File: src/rtl/baby_display_pkg.sv
// rtl/baby_display_pkg.sv - shared types and constants for the Baby display overlay
package baby_display_pkg;

    // Glyph ROM select encoding as seen on glyph_sel
    typedef enum logic [1:0] {
        GS_CI   = 2'd0,
        GS_PI   = 2'd1,
        GS_ACC  = 2'd2,
        GS_NONE = 2'd3
    } glyph_sel_t;

    localparam int GLYPH_W = 32;
    localparam int GLYPH_H = 16;

    // Default label placement on the raster
    localparam int unsigned DEF_LABEL_X0 = 16;
    localparam int unsigned DEF_CI_Y0    = 32;
    localparam int unsigned DEF_PI_Y0    = 96;
    localparam int unsigned DEF_ACC_Y0   = 160;

endpackage

File: src/rtl/baby_label_band_decode.sv
// rtl/baby_label_band_decode.sv - combinational vpos to (band select, glyph row) priority decoder
//
// Ports:
//   vpos_i  raster line
//   sel_o   live band (CI > PI > ACC on overlap), GS_NONE when no band is live
//   row_o   glyph row within the live band, 0 when no band is live
module baby_label_band_decode
    import baby_display_pkg::*;
#(
    parameter int unsigned CI_Y0      = DEF_CI_Y0,
    parameter int unsigned PI_Y0      = DEF_PI_Y0,
    parameter int unsigned ACC_Y0     = DEF_ACC_Y0,
    parameter int unsigned SCALE_LOG2 = 1
) (
    input  logic [10:0] vpos_i,
    output glyph_sel_t  sel_o,
    output logic [3:0]  row_o
);

    localparam logic [10:0] BAND_H = 11'(GLYPH_H << SCALE_LOG2);

    // 11-bit offsets: a line above the band wraps to a large value and
    // therefore fails the single unsigned range compare below.
    logic [10:0] ci_off;
    logic [10:0] pi_off;
    logic [10:0] acc_off;

    assign ci_off  = vpos_i - 11'(CI_Y0);
    assign pi_off  = vpos_i - 11'(PI_Y0);
    assign acc_off = vpos_i - 11'(ACC_Y0);

    always_comb begin
        sel_o = GS_NONE;
        row_o = 4'd0;
        if (ci_off < BAND_H) begin
            sel_o = GS_CI;
            row_o = 4'(ci_off >> SCALE_LOG2);
        end else if (pi_off < BAND_H) begin
            sel_o = GS_PI;
            row_o = 4'(pi_off >> SCALE_LOG2);
        end else if (acc_off < BAND_H) begin
            sel_o = GS_ACC;
            row_o = 4'(acc_off >> SCALE_LOG2);
        end
    end

endmodule

File: src/rtl/baby_label_scheduler.sv
// rtl/baby_label_scheduler.sv - sequences CI/PI/ACC label glyphs onto the VGA raster
//
// Ports:
//   clk, rst_n                      pixel clock, async active-low reset
//   overlay_en                      label enable, sampled at hpos==0
//   hpos, vpos                      raster position
//   active_in, hsync_in, vsync_in   raster timing in
//   glyph_x/y/sel/half              glyph ROM address and select
//   glyph_pixell, glyph_pixelr      ROM data back (combinational on address)
//   overlay_pixel                   label pixel, aligned with *_out
//   active_out, hsync_out, vsync_out  timing delayed 2 cycles
module baby_label_scheduler
    import baby_display_pkg::*;
#(
    parameter int unsigned LABEL_X0   = DEF_LABEL_X0,
    parameter int unsigned CI_Y0      = DEF_CI_Y0,
    parameter int unsigned PI_Y0      = DEF_PI_Y0,
    parameter int unsigned ACC_Y0     = DEF_ACC_Y0,
    parameter int unsigned SCALE_LOG2 = 1
) (
    input  logic        clk,
    input  logic        rst_n,
    input  logic        overlay_en,
    input  logic [10:0] hpos,
    input  logic [10:0] vpos,
    input  logic        active_in,
    input  logic        hsync_in,
    input  logic        vsync_in,
    output logic [3:0]  glyph_x,
    output logic [3:0]  glyph_y,
    output logic [1:0]  glyph_sel,
    output logic        glyph_half,
    input  logic        glyph_pixell,
    input  logic        glyph_pixelr,
    output logic        overlay_pixel,
    output logic        active_out,
    output logic        hsync_out,
    output logic        vsync_out
);

    localparam logic [1:0] ST_IDLE = 2'd0;
    localparam logic [1:0] ST_DRAW = 2'd1;
    localparam logic [1:0] ST_DONE = 2'd2;

    localparam logic [1:0] SUB_MAX  = 2'((1 << SCALE_LOG2) - 1);
    localparam logic [4:0] COL_LAST = 5'(GLYPH_W - 1);

    logic [1:0] state_q, state_d;
    logic [4:0] col_q, col_d;
    logic [1:0] sub_q, sub_d;
    glyph_sel_t sel_q, sel_d;
    logic [3:0] row_q, row_d;
    logic       pix_q;
    logic [1:0] act_pipe_q;
    logic [1:0] hs_pipe_q;
    logic [1:0] vs_pipe_q;

    glyph_sel_t dec_sel;
    logic [3:0] dec_row;
    logic       line_start;
    logic       sub_wrap;

    baby_label_band_decode #(
        .CI_Y0      (CI_Y0),
        .PI_Y0      (PI_Y0),
        .ACC_Y0     (ACC_Y0),
        .SCALE_LOG2 (SCALE_LOG2)
    ) u_band_decode (
        .vpos_i (vpos),
        .sel_o  (dec_sel),
        .row_o  (dec_row)
    );

    assign line_start = (hpos == 11'd0);
    assign sub_wrap   = (sub_q == SUB_MAX);

    always_comb begin
        state_d = state_q;
        col_d   = col_q;
        sub_d   = sub_q;
        sel_d   = sel_q;
        row_d   = row_q;
        if (line_start) begin
            // Line start wins over everything, so a short line can never
            // leave a half-drawn label running into the next one.
            state_d = ST_IDLE;
            col_d   = 5'd0;
            sub_d   = 2'd0;
            sel_d   = overlay_en ? dec_sel : GS_NONE;
            row_d   = overlay_en ? dec_row : 4'd0;
        end else begin
            case (state_q)
                ST_IDLE: begin
                    if (hpos == 11'(LABEL_X0) && sel_q != GS_NONE && active_in) begin
                        state_d = ST_DRAW;
                        col_d   = 5'd0;
                        sub_d   = 2'd0;
                    end
                end
                ST_DRAW: begin
                    if (!active_in) begin
                        state_d = ST_DONE;
                    end else if (sub_wrap) begin
                        sub_d = 2'd0;
                        col_d = col_q + 5'd1;
                        if (col_q == COL_LAST) begin
                            state_d = ST_DONE;
                        end
                    end else begin
                        sub_d = sub_q + 2'd1;
                    end
                end
                ST_DONE: begin
                    state_d = ST_DONE;
                end
                default: begin
                    state_d = ST_IDLE;
                end
            endcase
        end
    end

    always_ff @(posedge clk or negedge rst_n) begin
        if (!rst_n) begin
            state_q    <= ST_IDLE;
            col_q      <= 5'd0;
            sub_q      <= 2'd0;
            sel_q      <= GS_NONE;
            row_q      <= 4'd0;
            pix_q      <= 1'b0;
            act_pipe_q <= 2'b00;
            hs_pipe_q  <= 2'b11;
            vs_pipe_q  <= 2'b11;
        end else begin
            state_q    <= state_d;
            col_q      <= col_d;
            sub_q      <= sub_d;
            sel_q      <= sel_d;
            row_q      <= row_d;
            // ROM data reflects the address registered last cycle, so gating
            // with the current DRAW state keeps pixel and address in step.
            pix_q      <= (state_q == ST_DRAW) & (col_q[4] ? glyph_pixelr : glyph_pixell);
            act_pipe_q <= {act_pipe_q[0], active_in};
            hs_pipe_q  <= {hs_pipe_q[0], hsync_in};
            vs_pipe_q  <= {vs_pipe_q[0], vsync_in};
        end
    end

    assign glyph_x       = col_q[3:0];
    assign glyph_half    = col_q[4];
    assign glyph_y       = row_q;
    assign glyph_sel     = sel_q;
    assign overlay_pixel = pix_q;
    assign active_out    = act_pipe_q[1];
    assign hsync_out     = hs_pipe_q[1];
    assign vsync_out     = vs_pipe_q[1];

endmodule

File: config.mk
export PLATFORM = sky130hd
export DESIGN_NAME = baby_label_scheduler
export DESIGN_NICKNAME = d
export VERILOG_FILES = /design/src/rtl/baby_display_pkg.sv /design/src/rtl/baby_label_band_decode.sv /design/src/rtl/baby_label_scheduler.sv
export SDC_FILE = /design/constraint.sdc
export NUM_CORES = 1
export LEC_CHECK = 0
export CAP_MARGIN = 25
export CORE_MARGIN = 5
export CORE_UTILIZATION = 39
export DETAILED_ROUTE_END_ITERATION = 10
export GPL_TIMING_DRIVEN = 0
export MAX_ROUTING_LAYER = met4
export PLACE_DENSITY_LB_ADDON = 0.08
export SYNTH_ARGS = -nofsm -noshare
export SYNTH_HDL_FRONTEND = slang
export SYNTH_HIERARCHICAL = 1
export SYNTH_SLANG_ARGS = --single-unit
File: constraint.sdc
create_clock -name clk -period 1.6 [get_ports clk]
set_input_delay 0.48 -clock clk [delete_from_list [all_inputs] [get_ports clk]]
set_output_delay 0.48 -clock clk [all_outputs]
set_load 0.05 [all_outputs]
# After elaboration in Yosys (flattened, before gate mapping)
# Cells that the tools add are included.
# totals
register_bits,22
latch_bits,0
mem_bits_rw,0
rom_bits,0
inputBits,30
memories,0
# op_classes
addsub,5
n_mul,0
div_mod_pow,0
magnitude_cmp,3
eq_ne,11
shifts,0
muxes,25
n_bitwise,1
n_reduce_logical,8
# op_table
operator,count
"11-bit by 6-bit less-than comparator with 1-bit output, second input constant",3
2-bit two-way mux,12
5-bit two-way mux,4
4-bit two-way mux,4
"11-bit by 5-bit equality test with 1-bit output, second input constant",1
11-bit zero test,1
"11-bit by 6-bit subtractor with 11-bit output, second input constant",1
"11-bit by 7-bit subtractor with 11-bit output, second input constant",1
"11-bit by 8-bit subtractor with 11-bit output, second input constant",1
5-bit case mux with 2 select lines,1
"3-bit != test, second input constant",3
"4-bit != test, second input constant",2
2-bit case mux with 3 select lines,1
3-bit AND reduction,2
"5-bit by 1-bit adder with 5-bit output, second input constant",1
"5-bit equality test, second input constant",1
"2-bit by 1-bit equality test with 1-bit output, second input constant",2
2-bit case mux with 2 select lines,1
4-bit AND reduction,1
3-bit nonzero test,1
"2-bit by 1-bit adder with 2-bit output, second input constant",1
"2-bit equality test, second input constant",1
1-bit logical AND,2
2-bit zero test,1
3 further kinds,4

# Longest topological paths before layout
# depth
ltp_word,6
depth_mapped,7
depth_no_buf,6

# Hierarchy
# Netlist, hierarchy kept.
# by_module_without_submodules
mod,instances,cells_each,area_each_um2,seq_area_each_um2
baby_label_scheduler,1,102,1122.3,558.0
baby_label_band_decode,1,8,65.1,0.0

# Worst setup path before layout
# No wires, ideal clock.
# synth_timing
path_type,flip-flop to flip-flop
startpoint,register col_q[0]
endpoint,register state_q[0]
setup_time_ps,123
arrival_time_ps,1768
required_ps,1477
path_slack_ps,-290
stages_incl_launch_ff,7
n_path_buf,0
path_cell_list,dfrtp_1 > ha_1 > and3_1 > ha_1 > a31oi_1 > a21oi_1 > o221a_2
# synth_between
elab_chain_cells,3
# synth_lines
item,line,source
from (decl),baby_label_scheduler.sv:49,"logic [4:0] col_q, col_d;"
from (signal assigned),baby_label_scheduler.sv:136,col_q <= col_d;
5-bit equality test,baby_label_scheduler.sv:106,if (col_q == COL_LAST) begin
4-bit != test (no source line),n/a,
3-bit AND reduction (no source line),n/a,
to (signal assigned),baby_label_scheduler.sv:135,state_q <= state_d;
to (decl),baby_label_scheduler.sv:48,"logic [1:0] state_q, state_d;"
# No other way between the ends.
# A chain may end at the register's enable or synchronous reset.

# Final worst setup path
# layout_timing
startpoint,input hpos[4]
endpoint,register col_q[2]
# layout_between
elab_chain_cells,5
elab_cells_between_ends,10
classes_between,4 x eq/ne; 1 x mux; 5 x reduce/logical
# layout_lines
item,line,source
from (decl),baby_label_scheduler.sv:24,"input logic [10:0] hpos,"
11-bit by 5-bit equality test with 1-bit output,baby_label_scheduler.sv:94,if (hpos == 11'(LABEL_X0) && sel_q != GS_NONE && active_in) begin
1-bit logical AND (2 in series),baby_label_scheduler.sv:94,
3-bit != test (no source line),n/a,
4-bit AND reduction (no source line),n/a,
# Parallel ways exist; a longest one is shown, timed or not.

==> impl_metrics.py <==
metrics = {
    "floorplanning": {
        "ioPinCount": 45,
        "num_rows": 20,
        "die-area_um2": 4250,
        "die_h_um": 65.2,
        "core_area_um2": 2980,
        "initial_core_util_pct": 39.9,
        "die_x_um": 65.2,
    },
    "routing": {
        "dr_wl_met3_um": 160,
        "wire_per_inst_um": 14.8,
        "wl_met1_mm": 1.29,
        "first_pass_iters": 4,
        "vias_per_cell": 5.35,
        "highest_layer": "met4",
        "drcViolationCount": 0,
        "antenna_left": 0,
        "drt_wl_total_mm": 3.05,
        "drt_iter0_markers": 37,
        "met2_length_mm": 1.58,
        "num_vias": 1103,
    },
    "synthesis": {
        "synth-xor-area-share_pct": 0,
        "syn_avg_cell_area_um2": 10.8,
        "synth_area_um2": 1190,
        "synth_area_leaders": "dfrtp_1 34%, dfstp_2 13%, nand2_1 4.4%",
        "synthArstFlopShare_pct": 100,
        "yosys-top-cells-count": "16 x dfrtp_1, 14 x nand2_1, 8 x inv_1, 7 x nand3_1",
        "ys_types": 38,
        "yosys.area_share.simple_pct": 24.4,
        "synth_adder_area_share_pct": 4.21,
        "synthesis.instances": 110,
        "ys_warn_count": 6,
        "synth_edf_count": 0,
        "synthMostInstantiatedCell": "dfrtp_1",
        "synthMuxAreaShare_pct": 2.63,
        "synth_seq_cells": 22,
        "synth_compound_area_share_pct": 18.1,
        "synth_ff_type": "dfrtp_1",
        "synth_top_area_share_pct": 33.7,
        "ys_seq_area_share_pct": 47.0,
        "synth_top_family_by_area": "simple AND/OR/NAND/NOR gates",
        "synthesis.nets": 144,
        "synth_area_leader_cell": "dfrtp_1",
    },
    "setup_path": {
        "cp.arrival_ps": 1820,
        "crit_slowest_cell": "clkdlybuf4s50_1",
        "cp_cell_sequence": "clkdlybuf4s50_1, inv_2, o2111ai_4, buf_6, nand2_1, a311o_1",
        "criticalPathCategory": "in2reg",
        "crit_path_end_kind": "flip-flop",
        "critPathMaxFanout": 6,
        "critical_path_required_ps": 1820,
        "crit_family": "buffers and inverters",
        "cp-start-kind": "input pin",
        "slowest_delay_ps": 470,
        "crit_buf_inv": 3,
    },
    "finish": {
        "areaGrowthSynthToFinish_pct": 61.2,
        "regArea_um2": 562,
        "fillers": 257,
        "multi_input_area_um2": 677,
        "finalNonFillerCells": 206,
        "final_core_utilization_pct": 64.3,
        "antenna_cells": 0,
        "layout.nets": 208,
        "design_area_um2": 1910,
        "final_layout_size_suffix_gt1_share_pct": 44.5,
    },
    "clocking": {
        "clock_latency_ps": 310,
        "clk_pin_slew_worst_paths_ps": 140,
        "cts.sinks": 22,
        "cts_buffer_depth": 2,
        "cts-root-buf": "clkbuf_4",
        "cts_tree": "built",
        "cts_made_buffers": 3,
        "h-tree-depth": 1,
    },
    "sta": {
        "hold_violations": 0,
        "clock.fmax_mhz": 625,
        "fin_tns_setup_ps": 0,
        "final.min_clock_period_ps": 1600,
        "hold_slack_ps": 365,
        "setup_slack_ps": 0.282,
        "max-slew-margin-rel_pct": 78.1,
        "post-route-period-util_pct": 100,
        "slew_viol_final": 0,
        "setup_viol": 0,
        "worst_clock_skew_ps": 10.8,
        "rsz0062_at_grt": "true",
        "worst_slew_pin_slew_ps": 327,
    },
    "placement": {
        "gp_congestion": 0.799,
        "dp_hpwl_mm": 2.11,
        "place_inst": 186,
        "portBuffers": 43,
        "preCtsSetupSlack_ps": -696,
        "place_area_um2": 1690,
    },
    "hold_path": {
        "hold_path.class": "reg2reg",
    },
    "power": {
        "vdd_drop_max_mv": 0.640,
        "p_leak_nw": 0.849,
        "power_density_nw_per_um2": 1240,
        "p_total_mw": 2.37,
    },
    "grt": {
        "grt-ovfl-total": 0,
        "grtUsageTotal_pct": 15.8,
        "grt_pass1_vias": 1154,
        "grt_pass1_wl_mm": 5.14,
        "grt_max_degree": 23,
        "antenna_found_initial": 0,
    },
    "status": {
        "status": "finished, final reports clean",
    },
    "run": {
        "maxCapViolCount": 0,
    },
}
registers in the layout, summed over array words and instances, names as in the netlist:
signal / count
sub_q: 2
glyph_sel: 2
overlay_pixel: 1
glyph_y: 4
state_q: 2
act_pipe_q: 2
hs_pipe_q: 2
vs_pipe_q: 2
col_q: 5
cell families after synthesis:
group	Yosys count
AO/OA/AOI/OAI	24
adder cells (fa/ha/maj)	4
buffers and inverters	11
flip-flops	22
multiplexers	3
AND/OR/NAND/NOR	46
metal layers:
layer,vias up,GRT usage (%)
li1,536,-
met1,522,18.4
met2,40,27.4
met3,5,3.25
met4,0,4.66
met5,-,-
placed cells by master, fill, tap and decap left out, drive strengths merged, types with 6 or more instances in the layout:
master | netlist | routed
dfstp | 6 | 6
dfrtp | 16 | 16
clkdlybuf4s15 | 0 | 7
and3 | 6 | 6
inv | 8 | 8
nand3 | 7 | 7
nand2 | 14 | 14
buf | 1 | 29
clkbuf | 2 | 8
clkdlybuf4s50 | 0 | 17
area by class of cell:
cell class              instances  area share (%)
plain buffers                   3            1.63
clock buffers                   3            1.18
clock inverters                 1            1.57
inverters                       8            1.57
multi-input cells              77            35.4
flip-flops and latches         22            29.3
well taps                      33            2.16
repair buffers                 59            27.2
where the power goes:
group / internal [mW] / leakage (nW) / total [mW] / switching, mW
Sequential: 0.658 / 0.269 / 0.763 / 0.105
Combinational: 0.547 / 0.553 / 1.18 / 0.630
Clock: 0.253 / 0.0279 / 0.432 / 0.179
repair_timing:
action                     CTS  global route
setup buffers                8             6
cloned                       1             0
hold buffers                 0             0
setup endpoints to repair   30            16
gates resized for setup    105            20
pin swaps                    6             8
final timing paths:
kind / to / cells past startpoint / slack, ps / from
max: col_q[2] / 6 / 0.3 / hpos[4]
min in group asynchronous: col_q[4] / 2 / 560 / rst_n
min reg2reg: hs_pipe_q[1] / 0 / 360 / hs_pipe_q[0]
max reg2reg: state_q[0] / 6 / 10 / col_q[1]
max in group asynchronous: glyph_sel[1] / 2 / 810 / rst_n
min: hs_pipe_q[1] / 0 / 360 / hs_pipe_q[0]
No activity file was read; power rests on OpenSTA's default activity.
